==> src/rtl/instr_fetch_unit.sv <==
// Fetch stage: reads imem at the PC, captures the word into IR, and drives PC+4 or a redirect target back to prog_cntr.
// Latency: fetch_en -> imem_req next cycle; imem_ack -> ir_valid/pc_ld next cycle.
// Backpressure: the IR is held in HOLD until ir_ready; a REQ cycle waits for imem_ack with no timeout.
module instr_fetch_unit #(
    parameter int unsigned XLEN    = 32,
    parameter int unsigned PC_STEP = 4
) (
    input  logic            clk,
    input  logic            rst,
    input  logic [XLEN-1:0] pc_count,
    output logic            pc_ld,
    output logic [XLEN-1:0] pc_data,
    input  logic            fetch_en,
    input  logic            redirect_valid,
    input  logic [XLEN-1:0] redirect_addr,
    output logic            imem_req,
    output logic [XLEN-1:0] imem_addr,
    input  logic            imem_ack,
    input  logic [XLEN-1:0] imem_rdata,
    output logic [XLEN-1:0] ir,
    output logic [XLEN-1:0] ir_pc,
    output logic            ir_valid,
    input  logic            ir_ready,
    output logic            misalign_fault
);

    typedef enum logic [1:0] {IDLE, REQ, HOLD, FAULT} state_t;

    state_t          state, state_nxt;
    logic            redir_pend, pend_nxt;
    logic [XLEN-1:0] redir_addr, pend_addr_nxt;
    logic [XLEN-1:0] addr_nxt, ld_val;
    logic            ld_go, cap, valid_nxt, fault_nxt;
    logic            load_req;
    logic [XLEN-1:0] load_tgt;

    assign imem_req = (state == REQ);
    // A fresh redirect outranks one parked from an earlier cycle.
    assign load_req = redirect_valid | redir_pend;
    assign load_tgt = redirect_valid ? redirect_addr : redir_addr;

    always_comb begin
        state_nxt     = state;
        pend_nxt      = redir_pend;
        pend_addr_nxt = redir_addr;
        addr_nxt      = imem_addr;
        ld_go         = 1'b0;
        ld_val        = pc_data;
        cap           = 1'b0;
        valid_nxt     = ir_valid;
        fault_nxt     = misalign_fault;
        case (state)
            REQ: begin
                if (redirect_valid) begin
                    pend_nxt      = 1'b1;
                    pend_addr_nxt = redirect_addr;
                end
                if (imem_ack) begin
                    ld_go = 1'b1;
                    if (load_req) begin
                        ld_val    = load_tgt;
                        pend_nxt  = 1'b0;
                        state_nxt = IDLE;
                    end else begin
                        ld_val    = imem_addr + XLEN'(PC_STEP);
                        cap       = 1'b1;
                        valid_nxt = 1'b1;
                        state_nxt = HOLD;
                    end
                end
            end
            default: begin
                if (load_req) begin
                    state_nxt = IDLE;
                    valid_nxt = 1'b0;
                    fault_nxt = 1'b0;
                    // Park the target for a cycle so pc_ld never pulses back-to-back.
                    if (pc_ld) begin
                        pend_nxt      = 1'b1;
                        pend_addr_nxt = load_tgt;
                    end else begin
                        ld_go    = 1'b1;
                        ld_val   = load_tgt;
                        pend_nxt = 1'b0;
                    end
                end else if (state == IDLE) begin
                    // pc_count is stale while a load is landing in prog_cntr.
                    if (fetch_en && !pc_ld) begin
                        if (pc_count[1:0] == 2'b00) begin
                            addr_nxt  = pc_count;
                            state_nxt = REQ;
                        end else begin
                            fault_nxt = 1'b1;
                            state_nxt = FAULT;
                        end
                    end
                end else if (state == HOLD) begin
                    if (ir_ready) begin
                        valid_nxt = 1'b0;
                        state_nxt = IDLE;
                    end
                end
            end
        endcase
    end

    always_ff @(posedge clk) begin
        if (rst) begin
            state          <= IDLE;
            redir_pend     <= 1'b0;
            redir_addr     <= '0;
            imem_addr      <= '0;
            pc_ld          <= 1'b0;
            pc_data        <= '0;
            ir             <= '0;
            ir_pc          <= '0;
            ir_valid       <= 1'b0;
            misalign_fault <= 1'b0;
        end else begin
            state          <= state_nxt;
            redir_pend     <= pend_nxt;
            redir_addr     <= pend_addr_nxt;
            imem_addr      <= addr_nxt;
            pc_ld          <= ld_go;
            if (ld_go) pc_data <= ld_val;
            if (cap) begin
                ir    <= imem_rdata;
                ir_pc <= imem_addr;
            end
            ir_valid       <= valid_nxt;
            misalign_fault <= fault_nxt;
        end
    end

endmodule

==> config.mk <==
export PLATFORM = sky130hd
export DESIGN_NAME = instr_fetch_unit
export DESIGN_NICKNAME = d
export VERILOG_FILES = /design/src/rtl/instr_fetch_unit.sv
export SDC_FILE = /design/constraint.sdc
export NUM_CORES = 1
export LEC_CHECK = 0
export CAP_MARGIN = 20
export CORE_MARGIN = 2
export CORE_UTILIZATION = 49
export CTS_CLUSTER_DIAMETER = 100
export DETAILED_ROUTE_END_ITERATION = 8
export GPL_TIMING_DRIVEN = 1
export PLACE_DENSITY = 0.85
export SLEW_MARGIN = 10
export SYNTH_ARGS = -nofsm -noshare
export SYNTH_HDL_FRONTEND = slang
export SYNTH_SLANG_ARGS = --single-unit
==> constraint.sdc <==
create_clock -name clk -period 2.6 [get_ports clk]
set_input_delay 0.26 -clock clk [delete_from_list [all_inputs] [get_ports clk]]
set_output_delay 0.26 -clock clk [all_outputs]
set_load 0.05 [all_outputs]
### Word-level counts from Yosys, hierarchy flattened

Cells that the tools add are included.

* bits in registers: 166
* output and inout bits: 132
* word-level logic and storage cells: 82
* bits of input ports: 102

* multiplexer cells: 42
* add/subtract/negate cells: 1
* bitwise gates (word level): 3
* reductions and logical operators: 18
* equality and inequality tests: 8

Operator list (count)
* two-way mux 32 bit: 9
* adder 32 x 3 -> 32 bit, second input constant: 1
* two-way mux 1 bit: 24
* two-way mux 2 bit: 9
* AND reduction 4 bit: 3
* AND reduction 5 bit: 2
* nonzero test 2 bit: 4
* nonzero test 4 bit: 2
* nonzero test 3 bit: 2
* logical NOT 2 bit: 2
* inequality test 2 x 1 -> 1 bit, second input constant: 2
* inequality test 2 bit, second input constant: 2
* inequality test 4 x 3 -> 1 bit, second input constant: 1
* inequality test 3 bit, second input constant: 1
* equality test 2 x 1 -> 1 bit, second input constant: 1
* equality test 2 bit, second input constant: 1
* inverter 1 bit: 2
* AND reduction 2 bit: 1
* logical AND 1 bit: 1
* logical NOT 1 bit: 1
* bitwise OR 1 bit: 1

### Longest topological paths before layout

* word-level depth: 6
* depth in mapped cells: 10
* mapped depth without buffers: 6

### Least setup slack after synthesis

Ideal clock, no wire load.

* path type: register to register
* from: register imem_addr[18]
* to: register pc_data[27]
* stages on the path, launching flop included: 8
* period minus slack after synthesis: 2.231 ns
* data arrival time: 2.145 ns
* library setup time: 0.086 ns
* data required time: 2.514 ns
* slack: 0.369 ns
* buffers on the path: 2
* cells stage by stage: dfxtp_1 clkbuf_2 nand4_1 or4_1 buf_6 nor3_4 xnor2_1 a221oi_2

* cells in the longest elaborated chain, start to end: 4

Ends and longest elaborated chain
* start: declaration: RTL line 17 `output logic [XLEN-1:0] imem_addr,`
* start signal: assignment: RTL line 123 `imem_addr <= addr_nxt;`
* adder 32 x 3 -> 32 bit: RTL line 65 `ld_val = imem_addr + XLEN'(PC_STEP);`
* two-way mux 32 bit: RTL line 60 `if (load_req) begin`
* two-way mux 32 bit: RTL line 58 `if (imem_ack) begin`
* two-way mux 32 bit: RTL line 52 `case (state)`
* end signal: assignment: RTL line 125 `if (ld_go) pc_data <= ld_val;`
* end: declaration: RTL line 12 `output logic [XLEN-1:0] pc_data,`

No other way between the ends. The select of a mux whose other input is x is not followed.
A chain may end at the register's enable or synchronous reset.

### Worst setup path in the final report

* from: register state[0]
* to: output imem_req

* cells in the longest elaborated chain, start to end: 1

Ends and longest elaborated chain
* start: declaration: RTL line 29 `state_t state, state_nxt;`
* start signal: assignment: RTL line 120 `state <= state_nxt;`
* equality test 2 x 1 -> 1 bit: RTL line 37 `assign imem_req = (state == REQ);`
* end: declaration: RTL line 16 `output logic imem_req,`

No other way between the ends.

==> results.json <==
{
  "reg2reg_depth": 5,
  "skew_ps": 9.86,
  "r2r_start": "state[0]",
  "grt_remaining_overflow": 0,
  "area_delta_synth_final_pct": 45.5,
  "initial_core_util_pct": 50.0,
  "hp-start": "rst",
  "cts_max_level": 4,
  "outcome": "completed",
  "synth_edf_count": 0,
  "hold_viol_final": 0,
  "yosys.area.top_type": "dfxtp_1",
  "cts_resized": 0,
  "ys.flop_type": "dfxtp_1",
  "port-buffer-count": 233,
  "fin_hold_ws_ps": 353,
  "drtIter0Drc": 677,
  "synth_fp_nets": 974,
  "clk_latency_ps": 420,
  "drtPass1Iterations": 5,
  "period_share_pct": 94.9,
  "synthTopCellsByCount": "288 x nand2_1, 166 x dfxtp_1, 145 x a21oi_1",
  "worstMarginPinSlew_ps": 1010,
  "route.detailed.wl_per_inst_um": 16.9,
  "r2r-end": "redir_addr[28]",
  "antenna_found_initial": 0,
  "diodes": 0,
  "dp_hpwl_um": 15300,
  "grt_pass1_wl_um": 33300,
  "clkTransAtPathRegs_ps": 60,
  "cp_max_fo": 10,
  "arrival_ps": 2210,
  "min_to": "redir_addr[23]",
  "chipHeight_um": 123,
  "async_flop_share_pct": 0,
  "finalWeightedCongestion": 0.853,
  "ys_types": 53,
  "clock_sinks": 166,
  "power_density_mw_per_mm2": 615,
  "drive_gt1_share_pct": 7.16,
  "yosysSeqAreaShare_pct": 48.1,
  "finalCriticalPeriod_ps": 2470,
  "max_slew_margin_pct": 32.5,
  "start_kind": "flip-flop",
  "postCtsSetupBuffers": 0,
  "fmax_mhz": 405,
  "fin_nets": 1194,
  "cts_made_buffers": 17,
  "drv_slew": 0,
  "synth_top_area_share_pct": 48.1,
  "hold_path_class": "in -> reg",
  "ios": 234,
  "crit_required_ps": 2340,
  "worstSetupPathType": "reg -> out",
  "ctsHoldBuffers": 0,
  "grt_max_degree": 66,
  "rsz0062_at_grt": "false",
  "coreArea_mm2": 0.0138,
  "cp-end-kind": "primary output",
  "cts_tree": "yes",
  "hold_depth": 2,
  "power.leakage_nw": 3.55,
  "vias": 6986,
  "nFillCells": 1062,
  "cts_root_buffer": "clkbuf_16",
  "routed_via_density": 5.44,
  "grt_pass1_vias": 6364,
  "yosysMostFrequentCell": "nand2_1",
  "drc": 0,
  "dieArea_mm2": 0.0151,
  "ir_worst_vdd_uv": 569,
  "final.setup.tns_ps": 0,
  "r2r_setup_slack_ps": 360,
  "ys_seq_elements": 166,
  "yosysWarningCount": 0,
  "synthCells": 871,
  "maxCapViolCount": 0,
  "die_x_um": 123,
  "max-clock-path-buffers": 2,
  "final-setup-viol-count": 0,
  "ant_nets": 0,
  "wl_um": 21600,
  "grtUsageTotal_pct": 28.1,
  "synth_area_mm2": 0.00692,
  "postSynthAreaPerCell_um2": 7.94,
  "rows": 43,
  "synth.area.top_cells": "dfxtp_1 48%, nand2_1 16%, a21oi_1 10%"
}
[kinds of logic after synthesis]
group	share of synthesized area [%]
and+or+nand+nor	22.7
buffers and inverters	4.74
adders and majority gates	0.181
AOI/OAI and AO/OA	17.8
muxes	3.20
xor gates and xnor gates	3.29
DFF	48.1
[through the flow]
step           util, %  power, mW  setup WS [ps]  std cells  area (um^2)
2_1_floorplan        -       3.29            369        871         6920
3_3_place_gp      68.6       3.70            392       1252         9480
3_5_place_dp      68.6       3.71            295       1252         9480
4_1_cts           72.8       6.20            151       1284        10100
5_1_grt           72.8       6.38           77.2       1284        10100
6_report          72.8       6.19            131       1284        10100
[layout make-up]
class | instances | area, um^2 | share of cell area, %
Sequential cell | 166 | 3320 | 33.0
Multi-Input combinational cell | 629 | 3290 | 32.7
Timing Repair Buffer | 269 | 2610 | 26.0
Clock buffer | 23 | 458 | 4.55
Tap cell | 180 | 225 | 2.24
Clock inverter | 9 | 126 | 1.26
Inverter | 8 | 30.0 | 0.298
[worst max-delay path by stage]
stage,startpoint,end,slack (ps),depth (start not counted)
global placement,redirect_valid,ir[25],390,7
CTS,state[0],imem_req,150,2
global route,state[0],imem_req,80,2
detailed placement,redirect_valid,ir[14],300,7
floorplan,imem_addr[18],pc_data[27],370,7
finish,state[0],imem_req,130,2
[sequential cells by signal, summed over array words and instances (netlist names)]
register	count
imem_addr	32
ir_valid	1
state	2
redir_pend	1
ir_pc	32
ir	32
pc_ld	1
misalign_fault	1
pc_data	32
redir_addr	32
[power by group]
group	internal (mW)	total (mW)	switching (mW)
Clock	1.53	2.51	0.979
Sequential	2.64	2.71	0.0674
Combinational	0.395	0.969	0.574
Total	4.57	6.19	1.62
[critical path: stages, from the launching register on]
cell             delay (ps)
dfxtp_1                 470
nor2b_1                 420
clkdlybuf4s50_1         890
[layout by cell type, fill, tap and decap left out, drive strengths merged, types with 2 or more instances in the layout]
| cell type | synthesis | layout |
|---|---|---|
| a211o | 2 | 2 |
| a211oi | 9 | 9 |
| a21oi | 145 | 145 |
| a221o | 5 | 5 |
| a221oi | 4 | 4 |
| and2 | 2 | 2 |
| and3 | 5 | 5 |
| and4 | 2 | 2 |
| buf | 27 | 37 |
| bufinv | 0 | 3 |
| clkbuf | 41 | 23 |
| clkdlybuf4s50 | 0 | 232 |
| clkinv | 0 | 5 |
| dfxtp | 166 | 166 |
| inv | 8 | 8 |
| mux2i | 21 | 21 |
| nand2 | 288 | 288 |
| nand3 | 14 | 14 |
| nand3b | 2 | 2 |
| nand4 | 4 | 4 |
| nor2 | 19 | 19 |
| nor2b | 2 | 2 |
| nor3 | 15 | 15 |
| nor3b | 4 | 4 |
| nor4 | 5 | 5 |
| o211ai | 16 | 16 |
| o21ai | 10 | 10 |
| o221ai | 4 | 4 |
| o22ai | 9 | 9 |
| or2 | 2 | 2 |
| or4 | 2 | 2 |
| xnor2 | 16 | 16 |
| xor2 | 10 | 10 |
[layer usage]
metal	track usage, %	up-vias	part of all wire, %
met3	7.95	34	7.6
met2	43.1	262	47
met1	39.1	3299	44
met5	0	-	0
li1	-	3391	-
met4	6.90	0	1.9
No activity file was read; power rests on OpenSTA's default activity.
==> RTL edit (same flow settings) <==
The 4 states of `state_t` get a one-hot encoding in 4 bits.
--- a/src/rtl/instr_fetch_unit.sv
+++ b/src/rtl/instr_fetch_unit.sv
@@ -26,3 +26,3 @@
 
-    typedef enum logic [1:0] {IDLE, REQ, HOLD, FAULT} state_t;
+    typedef enum logic [3:0] {IDLE = 4'b0001, REQ = 4'b0010, HOLD = 4'b0100, FAULT = 4'b1000} state_t;
 
Formal check against the unedited RTL: no difference found for any inputs over 4 cycles, from zero or initial values and one cycle with rst high; so few cycles prove little.
==> RTL edit against the unedited design <==
  * Total power decreased by 2.8%
  * Area after synthesis grew 3.4%
  * Setup slack improved by 0.14 ns
  * Utilization decreased by 1.3 points
  * Final area up 2.1%
  * Wire length grew 0.37%
  * Sequential cell count grew 2
  * Register-to-register slack improved by 0.05 ns
  * Critical path type unchanged
==> RTL edit: results (changes against the unedited design) <==
Slew HR 0.548 (+0.222); Nets 1228 (+2.8%); synthesis-stage register bit count 168 (+1.2%); filler cell count in the final layout 1066 (+0.38%); vias per inst 5.47 (+0.53%); Sw Ratio 0.247 (-0.0150); multi-input gate area in the final layout 3480 um^2 (+5.7%); GR Util All Layers 0.275 (-0.00603); status completed; Seq area share 0.327 (-0.00294); grt met1 use 0.364 (-0.0266); smallest hold slack 0.346 ns (-0.00704 ns); synth top area cells dfxtp_1 47%, nand2_1 16%, a21oi_1 12%, mux2i_1 4.1%, clkbuf_1 2.4%; XOR/XNOR Fraction of Synth Area 0.0294 (-0.00353); Row Count 44 (+2.3%); Worst R2R Path Depth 7 (+2); count of non-CTS inverters in the layout 5 (-3); R2R setup slack 0.41 ns (+0.05 ns); WL final 21700 um (+0.37%); Max rail drop VDD 541 uV (-4.9%); post-detail-place hpwl 15000 um (-2.0%); worst r2r src state[3]; Leak 3.65 nW (+2.8%); FF+latch area 3360 um^2 (+1.2%); unique cell type count in the Yosys netlist 51 (-3.8%); Placed Area 9660 um^2 (+1.9%)
==> RTL edit: worst max-delay path by stage <==
stage / to / from / cells after the start / slack [ns]
after floorplan: pc_data[24] / imem_addr[2] / 6 / 0.28
after CTS: imem_req / state[3] / 3 / 0.25
after detailed placement: imem_req / state[3] / 3 / 0.43
after global placement: imem_req / state[3] / 3 / 0.45
after global routing: imem_req / state[3] / 3 / 0.21
final: imem_req / state[3] / 3 / 0.27
==> RTL edit: what timing repair did <==
item                                   CTS  global route
endpoints found under the hold margin    0             0
gates resized for setup                  1             0
setup endpoints to repair                1             0
==> RTL edit: routing by layer <==
layer	wire, um	part of all wire
met2	10000	0.46
met4	636	0.029
met5	0	0
met1	9360	0.43
met3	1720	0.079
==> RTL edit: critical path, stage by stage, from the launching register on <==
cell,delay [ns]
dfxtp_1,0.34
or4b_4,0.66
clkinv_4,0.11
dlygate4sd2_1,0.54
